`config.mk`:
```
export PLATFORM = sky130hd
export DESIGN_NAME = mem_access_unit
export DESIGN_NICKNAME = d
export VERILOG_FILES = /design/src/rtl/mem_access_unit.sv
export SDC_FILE = /design/constraint.sdc
export NUM_CORES = 1
export LEC_CHECK = 0
export CAP_MARGIN = 20
export CORE_MARGIN = 4
export CORE_UTILIZATION = 40
export CTS_CLUSTER_SIZE = 16
export DETAILED_ROUTE_END_ITERATION = 8
export PLACE_DENSITY = 0.75
export RECOVER_POWER = 50
export SYNTH_ARGS = -nofsm -noshare
export SYNTH_HDL_FRONTEND = slang
export SYNTH_SLANG_ARGS = --single-unit
```
`constraint.sdc`:
```
create_clock -name i_clk -period 2.1 [get_ports i_clk]
set_input_delay 0.21 -clock i_clk [delete_from_list [all_inputs] [get_ports i_clk]]
set_output_delay 0.21 -clock i_clk [all_outputs]
set_load 0.05 [all_outputs]
```
`src/rtl/mem_access_unit.sv`:
```
// MEM-stage data-memory access controller: one load/store per request over a
// req/ack handshake, pipeline stall while outstanding, store lane formatting.
module mem_access_unit #(
  parameter int unsigned TIMEOUT_CYCLES = 15
) (
  input  logic        i_clk,
  input  logic        i_rst_n,
  input  logic        i_valid,
  input  logic        i_mem_read,
  input  logic        i_mem_write,
  input  logic [31:0] i_addr,
  input  logic [31:0] i_store_data,
  input  logic [2:0]  i_load_store_type,
  output logic        o_stall,
  output logic [31:0] o_mem_data,
  output logic [2:0]  o_load_store_type,
  output logic        o_data_valid,
  output logic        o_write_done,
  output logic        o_misaligned,
  output logic        o_timeout,
  output logic        o_dm_req,
  output logic        o_dm_we,
  output logic [31:0] o_dm_addr,
  output logic [3:0]  o_dm_be,
  output logic [31:0] o_dm_wdata,
  input  logic        i_dm_ack,
  input  logic [31:0] i_dm_rdata
);

  typedef enum logic [1:0] {S_IDLE, S_BUSY, S_DONE} state_t;

  localparam logic [7:0] LAST_COUNT = 8'(TIMEOUT_CYCLES - 1);

  state_t      state_q, state_d;
  logic [31:0] addr_q;
  logic        we_q;
  logic [2:0]  type_q;
  logic [3:0]  be_q;
  logic [31:0] wdata_q;
  logic [7:0]  count_q;

  logic        op;
  logic        misaligned;
  logic        timeout_hit;
  logic [3:0]  be_calc;
  logic [31:0] wdata_calc;
  logic [31:0] rdata_aligned;

  assign op          = i_valid & (i_mem_read | i_mem_write);
  assign timeout_hit = (count_q == LAST_COUNT);

  // Size code 2'b10 is treated as a word, so bit 1 alone selects word size.
  assign misaligned = ((i_load_store_type[1:0] == 2'b01) & i_addr[0])
                    | (i_load_store_type[1] & (|i_addr[1:0]));

  // NOTE: every always_comb output gets a default first so no path can infer a latch.
  always_comb begin
    be_calc    = 4'b1111;
    wdata_calc = '0;
    if (i_mem_write) begin
      case (i_load_store_type[1:0])
        2'b00: begin
          be_calc    = 4'b0001 << i_addr[1:0];
          wdata_calc = {4{i_store_data[7:0]}};
        end
        2'b01: begin
          be_calc    = 4'b0011 << {i_addr[1], 1'b0};
          wdata_calc = {2{i_store_data[15:0]}};
        end
        default: wdata_calc = i_store_data;
      endcase
    end
  end

  // Right-justify the addressed lane; upper bits are left for the extender.
  always_comb begin
    rdata_aligned = i_dm_rdata;
    case (type_q[1:0])
      2'b00:   rdata_aligned = i_dm_rdata >> {addr_q[1:0], 3'b000};
      2'b01:   rdata_aligned = i_dm_rdata >> {addr_q[1], 4'b0000};
      default: rdata_aligned = i_dm_rdata;
    endcase
  end

  always_comb begin
    state_d = state_q;
    o_stall = 1'b0;
    case (state_q)
      S_IDLE: begin
        if (op) begin
          o_stall = 1'b1;
          state_d = misaligned ? S_DONE : S_BUSY;
        end
      end
      S_BUSY: begin
        o_stall = 1'b1;
        if (i_dm_ack || timeout_hit) state_d = S_DONE;
      end
      default: state_d = S_IDLE;
    endcase
  end

  // NOTE: sequential state uses non-blocking assignments so all registers
  // sample the pre-edge values of each other.
  always_ff @(posedge i_clk or negedge i_rst_n) begin
    if (!i_rst_n) state_q <= S_IDLE;
    else          state_q <= state_d;
  end

  always_ff @(posedge i_clk or negedge i_rst_n) begin
    if (!i_rst_n) begin
      addr_q            <= '0;
      we_q              <= 1'b0;
      type_q            <= '0;
      be_q              <= '0;
      wdata_q           <= '0;
      count_q           <= '0;
      o_mem_data        <= '0;
      o_load_store_type <= '0;
      o_data_valid      <= 1'b0;
      o_write_done      <= 1'b0;
      o_misaligned      <= 1'b0;
      o_timeout         <= 1'b0;
    end else begin
      o_data_valid <= 1'b0;
      o_write_done <= 1'b0;
      o_misaligned <= 1'b0;
      o_timeout    <= 1'b0;
      case (state_q)
        S_IDLE: begin
          if (op) begin
            addr_q  <= i_addr;
            we_q    <= i_mem_write;
            type_q  <= i_load_store_type;
            be_q    <= be_calc;
            wdata_q <= wdata_calc;
            count_q <= '0;
            if (misaligned) begin
              o_misaligned      <= 1'b1;
              o_mem_data        <= '0;
              o_load_store_type <= i_load_store_type;
            end
          end
        end
        S_BUSY: begin
          // An ack in the limit cycle still counts as a normal completion.
          if (i_dm_ack) begin
            o_mem_data        <= rdata_aligned;
            o_load_store_type <= type_q;
            o_write_done      <= we_q;
            o_data_valid      <= ~we_q;
          end else if (timeout_hit) begin
            o_mem_data        <= '0;
            o_load_store_type <= type_q;
            o_timeout         <= 1'b1;
          end else begin
            count_q <= count_q + 8'd1;
          end
        end
        default: ;
      endcase
    end
  end

  assign o_dm_req   = (state_q == S_BUSY);
  assign o_dm_we    = we_q;
  assign o_dm_addr  = {addr_q[31:2], 2'b00};
  assign o_dm_be    = be_q;
  assign o_dm_wdata = wdata_q;

endmodule

```
# Word-level counts from Yosys, hierarchy flattened
# Index checks and enable logic that the tools add are counted.
[op_classes]
n_shift = 4
muxes = 35
n_addsub = 1
n_reduce_logical = 10
eq_ne = 10
bitwise = 6
[op_table]
columns = ["cell", "n"]
rows = [
  ["case mux 32 bit (2 select lines)", 3],
  ["two-way mux 32 bit", 5],
  [">> shifter 32 x 5 -> 32 bit", 2],
  ["two-way mux 8 bit", 3],
  ["case mux 8 bit (2 select lines)", 1],
  ["two-way mux 3 bit", 4],
  ["two-way mux 1 bit", 11],
  ["adder 8 x 1 -> 8 bit (second input constant)", 1],
  ["== test 8 x 4 -> 1 bit (second input constant)", 1],
  ["!= test 2 bit (second input constant)", 4],
  ["case mux 4 bit (2 select lines)", 1],
  ["AND reduction 4 bit", 2],
  ["== test 2 x 1 -> 1 bit (second input constant)", 3],
  ["zero test 2 bit", 3],
  ["two-way mux 2 bit", 3],
  ["case mux 3 bit (2 select lines)", 1],
  ["two-way mux 4 bit", 1],
  ["case mux 2 bit (2 select lines)", 1],
  ["AND reduction 2 bit", 2],
  ["<< shifter 1 x 2 -> 4 bit (first input constant)", 1],
  ["<< shifter 2 x 2 -> 4 bit (first input constant)", 1],
  ["bitwise AND 1 bit", 3],
  ["!= test 3 x 1 -> 1 bit (second input constant)", 1],
  ["!= test 2 x 1 -> 1 bit (second input constant)", 1],
  ["6 further kinds", 7],
]
[totals]
register_bits = 121
output_inout_bits = 110
word_cells = 79
in_bits = 105

# Longest topological paths before layout
[logic_depth]
depth_word = 6
depth_mapped = 7
ltp_nobuf = 6

# Worst setup path before layout
# No wires, ideal clock.
[synth_timing]
path_type = "input -> register"
from = "input i_mem_write"
to = "register o_mem_data[19]"
stages = 6
setup_time_ns = 0.121
n_path_buf = 2
required_time_ns = 1.979
slack_ns = -0.170
arrival_ns = 2.149
cell_sequence = "buf_2 o21ai_0 a21oi_1 nand3_4 buf_6 a22o_1"
[synth_via]
elab_chain_cells = 4
[synth_rtl]
columns = ["item", "line", "source"]
rows = [
  ["start, declared", "10", "input logic i_mem_write,"],
  ["OR 1 bit", "49", "assign op = i_valid & (i_mem_read | i_mem_write);"],
  ["bitwise AND 1 bit", "49", ""],
  ["!= test 2 bit (no source line)", "n/a", ""],
  ["AND reduction 4 bit (no source line)", "n/a", ""],
  ["end signal, assigned", "148", "o_mem_data <= rdata_aligned;"],
  ["end, declared", "15", "output logic [31:0] o_mem_data,"],
]
# No other way between the ends.
# A chain may end at the register's enable or synchronous reset.

# Worst setup path in the final report
[layout_timing]
from = "register count_q[0]"
to = "register o_load_store_type[1]"
[layout_via]
elab_chain_cells = 3
[layout_rtl]
columns = ["item", "line", "source"]
rows = [
  ["start, declared", "40", "logic [7:0] count_q;"],
  ["start signal, assigned", "157", "count_q <= count_q + 8'd1;"],
  ["== test 8 x 4 -> 1 bit", "50", "assign timeout_hit = (count_q == LAST_COUNT);"],
  ["!= test 3 x 1 -> 1 bit (no source line)", "n/a", ""],
  ["AND reduction 4 bit (no source line)", "n/a", ""],
  ["end signal, assigned", "141", "o_load_store_type <= i_load_store_type;"],
  ["end signal, assigned", "149", "o_load_store_type <= type_q;"],
  ["end signal, assigned", "154", "o_load_store_type <= type_q;"],
  ["end, declared", "16", "output logic [2:0] o_load_store_type,"],
]
# No other way between the ends.

==> results.md <==
* Fmax at roughly 500 MHz
* Main synth FF type: dfrtp_1
* Die X at 129.7 um
* Layout cells sized above 1 at 0.09438
* Finished Layout Cells at 1021
* Worst Path Max Fanout at 36
* Worst hold slack at roughly 0.32 ns
* Starting density of the core at 0.4079
* Status: complete, no violations
* Crit path required time at 2.40 ns
* Wire per inst at 17.61 um
* Hold WC Path Type: in2reg
* Avg Cell Area, Syn at just over 9 um^2
* Leading area contributor after synthesis: dfrtp_1
* I/O pins at 215
* Mapped Area at 5928 um^2
* Worst R2R End: o_load_store_type[1]$_DFFE_PN0P_
* Core Region at 14530 um^2
* Vias at ~5400
* GRT Overall Usage at 0.2178
* Vias in the first global route at roughly 5500
* Reg-to-reg startpoint: count_q[0]$_DFFE_PN0P_
* Total gr overflow at 0
* Largest net degree at the start of global routing at between 100 and 150
* Die Ht at around 130 um
* Fillers at 1232
* Count leader, synth: nand2_1
* Worst-margin pin slew at 1.131 ns
* Critical Path Source Type: flop
* Worst skew pair latency at 0.41 ns
* Iteration-0 DRC Markers at 562
* Nets at a little over 900
* Number of nets still failing antenna checks after routing at 0
* Row count at 44
* #FFs+latches synth at 121
* Top cells by count, synth: nand2_1, dfrtp_1, o21ai_0
* Critical path class: reg2reg
* Worst EP arrival at around 2.3 ns
* Fin. Hold Viols at 0
* Fin crit share at 0.9595
* Synth Instances at 638
* Reg2reg setup slack at 0.09 ns
* DR pass1 iterations at 6
* First-pass GRT wire length at 28660 um
* Asr flop ratio synth at 1.000
* CTS Buffer Depth at 2
* Clock buffer count from CTS at 17
* Ranking of synthesized cells by area: dfrtp_1, nand2_1, buf_4, a22o_1, o21ai_0
* Post-detail-place hpwl at 12990 um
* Synth top area share at 0.5108
* PwrDens at 1751 nW/um^2
* Setup crit end kind: flop
* Worst rel slew slack at 0.2462
* Count of different cell masters after synthesis at slightly above 40
* Inst Count DP at 990
* DIE AREA at about 17000 um^2
* Sink Count at 121
* Finish-stage setup viols at 0
* RSZ-0062 raised after global routing: true
* DRC violations left at 0
* Root Buffer Master: clkbuf_16
* Seq/Total Area, Yosys at 0.5108
* Final min period at about 2.0 ns
* Final Slew Violations at 0
* Worst IR Drop VDD at ~0.0011 V
* Total wire length at 17980 um
* Setup Buffers After CTS at 0
* Reg area at 3028 um^2
* Worst R2R Path Depth at 7
* PortBufs at 212
* Initial antenna violation count at 0
* Total power at ~15 mW
* Synth Warn # at 0
* Setup TNS at 0 ns
* RePlAce Congestion at 0.8982
* Layout Skew at 0.006915 ns
* Clk slew on worst S/H paths at 0.05 ns
* CP endpoint: o_load_store_type[1]$_DFFE_PN0P_
* Max Cap Viol at 0
* Leak at just under 4 nW
* Worst Setup SP: count_q[0]$_DFFE_PN0P_
* Post-synth EDFFs at 0
* Fin util at 0.5998
* Area grow syn2layout at 47.05%
* Ant. Diodes at 0
* H-tree levels at 4
* Vias per cell at 5.305
* Multi-input gate area at about 2400 um^2
* CTS tree: yes
metrics by stage:
step	cell area [um^2]	setup WS [ns]
floorplan	5936	0.1155
global placement	8184	0.1545
detailed placement	8184	0.09440
CTS	8773	0.08369
global route	8717	-0.005996
finish	8717	0.08509
worst min path at each step:
stage,start,to,slack [ns],depth (start not counted)
5_1_grt,i_addr[2],addr_q[2]$_DFFE_PN0P_,0.32,3
3_5_place_dp,i_rst_n,o_data_valid$_DFF_PN0_,0.36,2
6_report,i_addr[14],addr_q[14]$_DFFE_PN0P_,0.32,3
3_3_place_gp,i_rst_n,o_data_valid$_DFF_PN0_,0.35,2
4_1_cts,i_addr[18],addr_q[18]$_DFFE_PN0P_,0.31,3
2_1_floorplan,i_rst_n,addr_q[0]$_DFFE_PN0P_,-0.09,0
registers in the layout, indices dropped and copies added (netlist names):
name               cells
addr_q                32
o_dm_wdata            32
o_mem_data            32
count_q                8
o_dm_be                4
o_load_store_type      3
type_q                 3
state_q                2
o_data_valid           1
o_dm_we                1
o_misaligned           1
o_timeout              1
o_write_done           1
cell type report:
cell class,count,share of cell area
tap,184,0.02641
multi-input combinational,434,0.2806
inverter,8,0.003445
timing repair buffer,244,0.2757
clock buffer,22,0.05555
clock inverter,8,0.01091
sequential,121,0.3474
critical path: stages, from the launching register on:
cell     delay, ns
dfrtp_1       0.37
inv_1         0.06
ha_1          0.15
or4b_4        0.48
o31ai_4       0.24
nand3_4       0.12
buf_12        0.19
mux2_2        0.28
repair_timing:
item,CTS,global route
endpoints found under the hold margin,121,0
setup endpoints to repair,0,1
gates resized for setup,0,0
hold buffers,1,0
cells in the final DEF, fill, tap and decap left out, types with 5 or more instances in the layout:
| cell | netlist | routed |
|---|---|---|
| a211o_1 | 8 | 8 |
| a21oi_1 | 40 | 39 |
| a22o_1 | 24 | 24 |
| a22oi_1 | 9 | 9 |
| buf_12 | 0 | 5 |
| buf_4 | 32 | 19 |
| clkbuf_1 | 29 | 5 |
| clkbuf_16 | 0 | 17 |
| clkdlybuf4s50_1 | 0 | 208 |
| dfrtp_1 | 121 | 121 |
| inv_1 | 7 | 7 |
| mux2_2 | 13 | 13 |
| mux2i_1 | 8 | 8 |
| nand2_1 | 161 | 161 |
| nand2b_1 | 11 | 11 |
| nand3_1 | 19 | 19 |
| nor2_1 | 25 | 25 |
| nor2b_1 | 10 | 10 |
| o211ai_1 | 10 | 10 |
| o21ai_0 | 41 | 41 |
| o22ai_1 | 8 | 8 |
| o2bb2ai_1 | 16 | 16 |
kinds of logic (layout without fill, tap and decap cells):
group / Yosys count / after routing / synth area share
mux: 21 / 21 / 0.03820
flops: 121 / 121 / 0.5108
buf+inv: 84 / 282 / 0.07872
simple gates: 243 / 243 / 0.1794
other cells: 1 / 2 / 0.0006326
xor+xnor: 3 / 3 / 0.004433
compound gates: 163 / 163 / 0.1836
fa+ha+maj: 2 / 2 / 0.004221
metal layers:
layer	vias to the layer above	track usage	share of wire
met1	2562	0.2749	0.41
met3	35	0.09210	0.12
met5	-	0	0
met4	0	0.08313	0.020
li1	2546	-	-
met2	273	0.3348	0.45
power breakdown:
part	total, mW	switching, mW	internal [mW]
Sequential	3.95	0.635	3.31
Combinational	8.46	5.56	2.90
Clock	2.86	1.01	1.85
Note: power is estimated with default switching activity, not from simulation.
